===== src/rtl/vec_div_unit_if.sv =====
// Handshake and operand bundle for vec_div_unit.
// dz_flags exists only when DIV_ZERO_FLAG_EN is defined.
`timescale 1ns/1ps
interface vec_div_unit_if;
  logic        start;
  logic [0:5]  Op_code;
  logic [0:5]  R_ins;
  logic [0:1]  WW;
  logic [0:63] rA_64bit_val;
  logic [0:63] rB_64bit_val;
  logic        busy;
  logic        done;
  logic [0:63] div_out;
`ifdef DIV_ZERO_FLAG_EN
  logic [0:7]  dz_flags;

  modport master (
    output start, Op_code, R_ins, WW, rA_64bit_val, rB_64bit_val,
    input  busy, done, div_out, dz_flags
  );
  modport slave (
    input  start, Op_code, R_ins, WW, rA_64bit_val, rB_64bit_val,
    output busy, done, div_out, dz_flags
  );
`else
  modport master (
    output start, Op_code, R_ins, WW, rA_64bit_val, rB_64bit_val,
    input  busy, done, div_out
  );
  modport slave (
    input  start, Op_code, R_ins, WW, rA_64bit_val, rB_64bit_val,
    output busy, done, div_out
  );
`endif
endinterface


===== src/rtl/vec_div_unit.sv =====
// Iterative restoring radix-2 unsigned vector divider (VDIV/VMOD), lanes 8/16/32/64.
// Optional per-lane divide-by-zero flags are enabled by defining DIV_ZERO_FLAG_EN.
`timescale 1ns/1ps
module vec_div_unit (
  input logic           clk,
  input logic           rst_n,
  vec_div_unit_if.slave bus
);
  localparam logic [5:0] R_ALU = 6'b101010;
  localparam logic [5:0] VDIV  = 6'b001110;
  localparam logic [5:0] VMOD  = 6'b001111;

  typedef enum logic [1:0] {IDLE, RUN, DONE} state_t;

  state_t      state_q, state_d;
  logic [63:0] rem_q, quo_q, dvs_q;
  logic [63:0] rem_nxt, quo_nxt;
  logic [63:0] div_out_q;
  logic [127:0] st;
  logic [1:0]  ww_q;
  logic [6:0]  cnt_q;
  logic        is_mod_q;
  logic        busy_q, done_q;
  logic        accept;

  function automatic logic [6:0] lane_bits(input logic [1:0] ww);
    case (ww)
      2'b00:   return 7'd8;
      2'b01:   return 7'd16;
      2'b10:   return 7'd32;
      default: return 7'd64;
    endcase
  endfunction

  // One restoring step on a zero-extended lane; the shifted remainder keeps a
  // carry bit so divisors above half the lane range still compare correctly.
  function automatic logic [127:0] lane_step(input logic [63:0] r, q, d,
                                             input int unsigned w);
    logic [64:0] t;
    logic [63:0] mask;
    logic        ge;
    mask = (w == 64) ? '1 : ((64'd1 << w) - 64'd1);
    t    = {r, q[6'(w - 1)]};
    ge   = (t >= {1'b0, d});
    if (ge) t = t - {1'b0, d};
    return {t[63:0] & mask, ((q << 1) & mask) | {63'd0, ge}};
  endfunction

  assign accept = (state_q == IDLE) && bus.start && (bus.Op_code == R_ALU) &&
                  ((bus.R_ins == VDIV) || (bus.R_ins == VMOD));

  // NOTE: every variable written in a combinational block gets a default first,
  // otherwise an unassigned path infers a latch.
  always_comb begin
    state_d = state_q;
    case (state_q)
      IDLE:    if (accept) state_d = RUN;
      RUN:     if (cnt_q == 7'd1) state_d = DONE;
      DONE:    state_d = IDLE;
      default: state_d = IDLE;
    endcase
  end

  // Lanes never exchange bits: each slice steps independently.
  always_comb begin
    rem_nxt = rem_q;
    quo_nxt = quo_q;
    st      = '0;
    case (ww_q)
      2'b00: for (int l = 0; l < 8; l++) begin
        st = lane_step(64'(rem_q[l*8 +: 8]), 64'(quo_q[l*8 +: 8]), 64'(dvs_q[l*8 +: 8]), 8);
        rem_nxt[l*8 +: 8] = st[71:64];
        quo_nxt[l*8 +: 8] = st[7:0];
      end
      2'b01: for (int l = 0; l < 4; l++) begin
        st = lane_step(64'(rem_q[l*16 +: 16]), 64'(quo_q[l*16 +: 16]), 64'(dvs_q[l*16 +: 16]), 16);
        rem_nxt[l*16 +: 16] = st[79:64];
        quo_nxt[l*16 +: 16] = st[15:0];
      end
      2'b10: for (int l = 0; l < 2; l++) begin
        st = lane_step(64'(rem_q[l*32 +: 32]), 64'(quo_q[l*32 +: 32]), 64'(dvs_q[l*32 +: 32]), 32);
        rem_nxt[l*32 +: 32] = st[95:64];
        quo_nxt[l*32 +: 32] = st[31:0];
      end
      default: begin
        st      = lane_step(rem_q, quo_q, dvs_q, 64);
        rem_nxt = st[127:64];
        quo_nxt = st[63:0];
      end
    endcase
  end

`ifdef DIV_ZERO_FLAG_EN
  logic [0:7] dz_q, dz_nxt;

  // Flag bit i tracks lane i counted from the MSB end of the vector.
  always_comb begin
    dz_nxt = '0;
    case (ww_q)
      2'b00:   for (int i = 0; i < 8; i++) dz_nxt[i] = (dvs_q[(7-i)*8 +: 8] == '0);
      2'b01:   for (int i = 0; i < 4; i++) dz_nxt[i] = (dvs_q[(3-i)*16 +: 16] == '0);
      2'b10:   for (int i = 0; i < 2; i++) dz_nxt[i] = (dvs_q[(1-i)*32 +: 32] == '0);
      default: dz_nxt[0] = (dvs_q == '0);
    endcase
  end

  always_ff @(posedge clk or negedge rst_n) begin
    if (!rst_n)                dz_q <= '0;
    else if (state_q == DONE)  dz_q <= dz_nxt;
  end

  assign bus.dz_flags = dz_q;
`endif

  always_ff @(posedge clk or negedge rst_n) begin
    if (!rst_n) state_q <= IDLE;
    else        state_q <= state_d;
  end

  // NOTE: sequential state uses non-blocking assignments so every register
  // samples pre-edge values regardless of statement order.
  always_ff @(posedge clk or negedge rst_n) begin
    if (!rst_n) begin
      rem_q     <= '0;
      quo_q     <= '0;
      dvs_q     <= '0;
      div_out_q <= '0;
      ww_q      <= '0;
      cnt_q     <= '0;
      is_mod_q  <= 1'b0;
      busy_q    <= 1'b0;
      done_q    <= 1'b0;
    end else begin
      done_q <= 1'b0;
      case (state_q)
        IDLE: if (accept) begin
          rem_q    <= '0;
          quo_q    <= bus.rA_64bit_val;
          dvs_q    <= bus.rB_64bit_val;
          ww_q     <= bus.WW;
          is_mod_q <= (bus.R_ins == VMOD);
          cnt_q    <= lane_bits(bus.WW);
          busy_q   <= 1'b1;
        end
        RUN: begin
          rem_q <= rem_nxt;
          quo_q <= quo_nxt;
          cnt_q <= cnt_q - 7'd1;
        end
        DONE: begin
          div_out_q <= is_mod_q ? rem_q : quo_q;
          done_q    <= 1'b1;
          busy_q    <= 1'b0;
        end
        default: ;
      endcase
    end
  end

  assign bus.busy    = busy_q;
  assign bus.done    = done_q;
  assign bus.div_out = div_out_q;
endmodule


===== src/flat_wrapper.sv =====
// flat-port wrapper written by rule: the top's interface ports become plain ports
module vec_div_unit_flat 
  (clk, rst_n, bus_start, bus_Op_code, bus_R_ins, bus_WW, bus_rA_64bit_val, bus_rB_64bit_val, bus_busy, bus_done, bus_div_out);
  vec_div_unit_if bus_i ();
  input logic clk;
  input logic rst_n;
  input wire logic [$bits(bus_i.start)-1:0] bus_start;
  input wire logic [$bits(bus_i.Op_code)-1:0] bus_Op_code;
  input wire logic [$bits(bus_i.R_ins)-1:0] bus_R_ins;
  input wire logic [$bits(bus_i.WW)-1:0] bus_WW;
  input wire logic [$bits(bus_i.rA_64bit_val)-1:0] bus_rA_64bit_val;
  input wire logic [$bits(bus_i.rB_64bit_val)-1:0] bus_rB_64bit_val;
  output wire logic [$bits(bus_i.busy)-1:0] bus_busy;
  output wire logic [$bits(bus_i.done)-1:0] bus_done;
  output wire logic [$bits(bus_i.div_out)-1:0] bus_div_out;
  assign bus_i.start = bus_start;
  assign bus_i.Op_code = bus_Op_code;
  assign bus_i.R_ins = bus_R_ins;
  assign bus_i.WW = bus_WW;
  assign bus_i.rA_64bit_val = bus_rA_64bit_val;
  assign bus_i.rB_64bit_val = bus_rB_64bit_val;
  assign bus_busy = bus_i.busy;
  assign bus_done = bus_i.done;
  assign bus_div_out = bus_i.div_out;
  vec_div_unit u_core (.clk(clk), .rst_n(rst_n), .bus(bus_i));
endmodule

===== config.mk =====
export PLATFORM = sky130hd
export DESIGN_NAME = vec_div_unit_flat
export DESIGN_NICKNAME = d
export VERILOG_FILES = /design/src/rtl/vec_div_unit_if.sv /design/src/rtl/vec_div_unit.sv /design/src/flat_wrapper.sv
export SDC_FILE = /design/constraint.sdc
export NUM_CORES = 1
export LEC_CHECK = 0
export BUFFER_PORTS_ARGS = -buffer_cell sky130_fd_sc_hd__clkbuf_2
export CORE_ASPECT_RATIO = 0.8
export CORE_MARGIN = 3
export CORE_UTILIZATION = 30
export DETAILED_ROUTE_END_ITERATION = 7
export SETUP_SLACK_MARGIN = 0.1
export SYNTH_ARGS = -nofsm -noshare
export SYNTH_HDL_FRONTEND = slang
export SYNTH_SLANG_ARGS = --single-unit

===== constraint.sdc =====
create_clock -name clk -period 2.9 [get_ports clk]
set_input_delay 0 -clock clk [delete_from_list [all_inputs] [get_ports clk]]
set_output_delay 0 -clock clk [all_outputs]
set_load 0.02 [all_outputs]

# Word level (Yosys, flattened, before mapping)
# Index checks and enable logic that the tools add are counted.
[word_totals]
out_inout_bits = 66
rom_bits = 0
inputBits = 145
elab_cells = 112
regBits = 270
ramBits = 0
mem_count = 0
latchBits = 0
[op_classes]
bitwise_logic = 15
n_reduce_logical = 13
shifts = 0
div = 0
magnitude_cmp = 15
n_mul = 0
mux = 31
n_eq_ne = 12
n_addsub = 16
[op_table]
columns = ["cell", "n"]
rows = [
  ["64-bit case mux with 3 select lines", 2],
  ["64-bit 2-to-1 mux", 4],
  ["64-bit case mux with 2 select lines", 2],
  ["9-bit by 8-bit >= comparator with 1-bit output", 8],
  ["17-bit by 16-bit >= comparator with 1-bit output", 4],
  ["33-bit by 32-bit >= comparator with 1-bit output", 2],
  ["65-bit by 64-bit >= comparator with 1-bit output", 1],
  ["16-bit 2-to-1 mux", 4],
  ["32-bit 2-to-1 mux", 2],
  ["8-bit 2-to-1 mux", 8],
  ["16-bit by 1-bit OR with 16-bit output", 4],
  ["32-bit by 1-bit OR with 32-bit output", 2],
  ["64-bit by 1-bit OR with 64-bit output", 1],
  ["8-bit by 1-bit OR with 8-bit output", 8],
  ["16-bit subtractor", 4],
  ["32-bit subtractor", 2],
  ["64-bit subtractor", 1],
  ["8-bit subtractor", 8],
  ["7-bit case mux with 3 select lines", 1],
  ["7-bit case mux with 2 select lines", 1],
  ["6-bit by 4-bit equality test with 1-bit output, second input constant", 2],
  ["2-bit AND reduction", 4],
  ["7-bit by 1-bit equality test with 1-bit output, second input constant", 1],
  ["7-bit 2-to-1 mux", 1],
  ["13 further kinds", 25],
]

# Logic depth before layout (Yosys ltp)
[logic_depth]
word_depth = 6
depth_mapped = 15
mapped_depth_nobuf = 13

# Worst setup path before layout
# OpenSTA, ideal clock, no wires.
[synth_path]
path_kind = "flip-flop to flip-flop"
start = "register u_core.quo_q[63]"
end = "register u_core.rem_q[46]"
path_buffers = 0
synth_period_minus_slack_ns = 3.207
required_ns = 2.778
arrival_time_ns = 3.085
setup_ns = 0.122
stages_incl_launch_ff = 14
path_slack_ns = -0.307
cell_sequence = "dfrtp_1 > inv_1 > ha_1 > inv_1 > fa_1 > a21oi_1 > o211ai_1 > a211oi_1 > o21a_1 > o21a_1 > o21ai_1 > a21bo_2 > or3_1 > a32o_1"
[synth_via]
elab_chain_cells = 4
word_cells_on_any_way = 8
classes_between = "add/sub (2); order compare (2); mux (4)"
[synth_rtl]
columns = ["item", "line_no", "rtl"]
rows = [
  ["from (decl)", "vec_div_unit.sv:16", "logic [63:0] rem_q, quo_q, dvs_q;"],
  ["from (signal assigned)", "vec_div_unit.sv:138", "quo_q <= bus.rA_64bit_val;"],
  ["from (signal assigned)", "vec_div_unit.sv:147", "quo_q <= quo_nxt;"],
  ["64-bit subtractor, or another cell as far along", "vec_div_unit.sv:45", "if (ge) t = t - {1'b0, d};"],
  ["64-bit 2-to-1 mux / 32-bit 2-to-1 mux (equally long branches)", "vec_div_unit.sv:45", ""],
  ["64-bit case mux with 3 select lines (*)", "vec_div_unit.sv:69", "case (ww_q)"],
  ["64-bit case mux with 2 select lines (*)", "vec_div_unit.sv:135", "case (state_q)"],
  ["to (signal assigned)", "vec_div_unit.sv:146", "rem_q <= rem_nxt;"],
  ["to (decl)", "vec_div_unit.sv:16", ""],
]
# Every way passes the cells marked *; elsewhere a longest branch is shown, timed or not.
# A chain may end at the register's enable or synchronous reset.

# Final worst setup path
[layout_path]
start = "register u_core.quo_q[63]"
end = "register u_core.rem_q[48]"
[layout_via]
elab_chain_cells = 4
word_cells_on_any_way = 11
classes_between = "add/sub (3); order compare (3); mux (5)"
[layout_rtl]
columns = ["item", "line_no"]
rows = [
  ["64-bit subtractor, or another cell as far along", "vec_div_unit.sv:45"],
  ["64-bit 2-to-1 mux, or another cell as far along", "vec_div_unit.sv:45"],
  ["64-bit case mux with 3 select lines (*)", "vec_div_unit.sv:69"],
  ["64-bit case mux with 2 select lines (*)", "vec_div_unit.sv:135"],
]
# Marked as above.

==> results.json <==
{
  "setup_viol": 66,
  "p_leak_nw": 16.67,
  "cp_slowest_stage_delay_ns": 0.38,
  "routed-wl-met3_um": 19270,
  "crit_path_start_kind": "flip-flop",
  "firstDrtPassIters": 8,
  "routed_wl_um": 133200,
  "cts.path.max_buffers": 3,
  "async_flop_share_pct": 100.0,
  "wl_met1_um": 59980,
  "insertion_delay_ns": 0.58,
  "fin_worst_skew_ns": 0.02688,
  "grt_pass1_vias": 28370,
  "drt_iter0_drc": 3975,
  "synth_nets": 3154,
  "n_fill_cell": 7084,
  "hold_viol_final": 0,
  "rsz0062_at_grt": "true",
  "worstSetupPathType": "flip-flop to flip-flop",
  "multi_input_area_sq_um": 18010,
  "reg2reg_depth": 19,
  "timing.hold.ws_ns": 0.1983,
  "tightest_slew_ns": 1.105,
  "cp_cell_sequence": "inv_2 -> buf_6 -> ha_4 -> inv_2 -> fa_2 -> a21oi_4 -> o211ai_1 -> buf_4 -> a211oi_4 -> buf_6 -> o32ai_4 -> a21oi_2 -> buf_4 -> nor2b_4 -> buf_6 -> o21ai_4 -> xnor2_2 -> o31ai_4 -> buf_4",
  "via_per_inst": 5.779,
  "finalCriticalPeriod_ns": 3.514,
  "arrival_ns": 4.02,
  "layout_commonest_cell": "buf_4",
  "cp.depth": 19,
  "routabilityCongestion": 1.087,
  "die_h_um": 255.9,
  "violations": "setup timing",
  "nNetsFinal": 4385,
  "ant_nets": 0,
  "internal-power_w": 0.02135,
  "crit_path_max_fanout": 3,
  "tritoncts": "built",
  "io_pins": 211,
  "yosys_most_used_dff": "dfrtp_1",
  "finalNonFillerCells": 5187,
  "path_delay_family": "compound AO/OA/AOI/OAI gates",
  "min_path_cells": 3,
  "ys_ff_latch": 270,
  "syn_inst": 2914,
  "clkPwrFrac_pct": 12.8,
  "route.met2.wl_um": 50600,
  "place_inst": 4850,
  "drc_errors": 0,
  "synth-edff-count": 0,
  "antenna_found_initial": 6,
  "dp_slack_ns": -1.046,
  "clk_pin_slew_worst_paths_ns": 0.06,
  "ys_types": 101,
  "port_buffers": 210,
  "combinationalPowerShare_pct": 75.0,
  "coreArea_sq_um": 76350,
  "critical_path_buf_inv_count": 8,
  "crit_path_end_kind": "flip-flop",
  "most-common-layout-cells": "buf_4, nand2_1, dfrtp_1",
  "vdd_drop_max_uv": 490.7,
  "dpl.hpwl_um": 102700,
  "ys_seq_area_share_pct": 28.85,
  "overflow": 0,
  "critical_path_required_ns": 3.40,
  "grtUsageTotal_pct": 31.24,
  "p_seq_share_pct": 12.2,
  "status": "finished, violations left",
  "ys_warn_count": 0,
  "timing.final.ws_setup_ns": -0.6139,
  "cp_slowest_cell": "dfrtp_1",
  "num_vias": 29980,
  "die_area_sq_um": 81460,
  "maxCapViolCount": 0,
  "fin_crit_sh_pct": 121.2,
  "wl_per_cell_um": 25.68,
  "num_rows": 90,
  "grt_pass1_wl_um": 193400,
  "drive_above_1_share_pct": 44.06,
  "total_power_w": 0.03960,
  "holdCritPathClass": "input pin to flip-flop",
  "synth_area_sq_um": 23420,
  "die_x_um": 318.4,
  "drv_slew": 0,
  "top_layer_used": "met5",
  "ff_latch_area_sq_um": 6783,
  "p_switching_w": 0.01825,
  "cts_made_buffers": 36,
  "timing.fmax_ghz": 0.2846,
  "postSynthAreaPerCell_sq_um": 8.036,
  "powerDensity_nw_per_um2": 1012,
  "switching_share_pct": 46.09,
  "start_util_pct": 30.67,
  "cts_sinks": 270,
  "root_buffer": "clkbuf_16",
  "h-tree-depth": 2,
  "grt_max_degree": 154,
  "syn2layout_area_growth_pct": 67.04,
  "slew_headroom_pct": 26.10
}
-- sequential cells by signal (all words and copies together), names as in the netlist --
| register | count |
|---|---|
| u_core.dvs_q | 64 |
| u_core.cnt_q | 7 |
| u_core.rem_q | 64 |
| u_core.state_q | 2 |
| u_core.quo_q | 64 |
| u_core.bus.div_out | 64 |
| u_core.is_mod_q | 1 |
| u_core.ww_q | 2 |
| u_core.bus.done | 1 |
| u_core.bus.busy | 1 |
-- path summary, 6_finish.rpt --
kind / slack [ns] / from / endpoint
max: -0.61 / u_core.quo_q[63] / u_core.rem_q[48]
min: 0.20 / bus_rB_64bit_val[14] / u_core.dvs_q[14]
max reg2reg: -0.61 / u_core.quo_q[63] / u_core.rem_q[48]
min reg2reg: 0.48 / u_core.bus.div_out[4] / u_core.bus.div_out[4]
max in group asynchronous: 0.50 / rst_n / u_core.rem_q[47]
min in group asynchronous: 0.48 / rst_n / u_core.dvs_q[45]
-- kinds of logic (layout without fill, tap and decap cells) --
| kind of cell | after synthesis | in the layout | synth area share [%] |
|---|---|---|---|
| buf+inv | 333 | 1591 | 5.862 |
| flops | 270 | 270 | 28.85 |
| other cells | 0 | 3 | 0 |
| fa+ha+maj | 95 | 95 | 5.557 |
| xor+xnor | 133 | 133 | 4.975 |
| compound gates | 1095 | 1095 | 31.14 |
| mux | 155 | 155 | 6.994 |
| simple gates | 833 | 833 | 16.62 |
-- Yosys cell counts (38+ instances only) --
library cell,number,area share (%)
clkbuf_1,104,1.7
o211ai_1,45,1.4
nor2_1,242,3.9
o21ai_0,245,5.2
nand4_1,43,1.1
o22ai_1,70,1.9
nor3_1,38,0.81
xor2_1,45,1.7
inv_1,128,2.1
dfrtp_1,270,29
ha_1,80,4.3
nand2_1,290,4.6
mux2i_1,86,3.7
xnor2_1,88,3.3
mux2_2,69,3.3
a211oi_1,47,1.5
a21oi_1,242,5.2
buf_2,65,1.4
nand3_1,64,1.4
a21o_1,50,1.6
-- final cells by class --
| class | count | share of cell area (%) |
|---|---|---|
| Multi-Input combinational cell | 2311 | 46.04 |
| Timing Repair Buffer | 1396 | 28.73 |
| Sequential cell | 270 | 17.34 |
| Tap cell | 1012 | 3.237 |
| Clock buffer | 50 | 2.668 |
| Inverter | 130 | 1.260 |
| Clock inverter | 15 | 0.7037 |
| Antenna cell | 3 | 0.01919 |
-- timing repair --
action | in CTS | in global routing
endpoints found under the hold margin | 311 | 0
cloned | 1 | 0
pin swaps | 175 | 161
resized for setup | 494 | 176
buffers inserted | 99 | 45
hold buffers | 135 | 0
setup endpoints to repair | 68 | 68
-- tightest hold or removal path: stages --
cell,delay [ns]
dlygate4sd3_1,0.52
clkbuf_2,0.09
mux2_2,0.13
-- layer usage --
metal / GRT usage [%] / vias to the layer above
li1: - / 13350
met1: 46.85 / 14490
met2: 41.41 / 1883
met3: 12.15 / 245
met4: 6.705 / 4
met5: 0 / -
-- power by group through the flow --
| stage | Clock [W] | Sequential (W) | Combinational [W] |
|---|---|---|---|
| CTS | 0.00516 | 0.00476 | 0.0272 |
| floorplan | 0 | 0.00485 | 0.0110 |
| global placement | 0 | 0.00475 | 0.0233 |
| global route | 0.00529 | 0.00487 | 0.0309 |
| detailed placement | 0 | 0.00476 | 0.0232 |
| finish | 0.00508 | 0.00483 | 0.0297 |
-- stage by stage --
| step | area (sq um) | utilization (%) | TNS, ns |
|---|---|---|---|
| finish | 39120 | 51.23 | -27.41 |
| global route | 39110 | 51.23 | -30.16 |
| CTS | 38040 | 49.83 | -17.66 |
| floorplan | 23810 | - | -0.9606 |
| global placement | 32240 | 42.23 | -38.93 |
| detailed placement | 32240 | 42.23 | -40.44 |
Power figures use the tool's default switching activity.
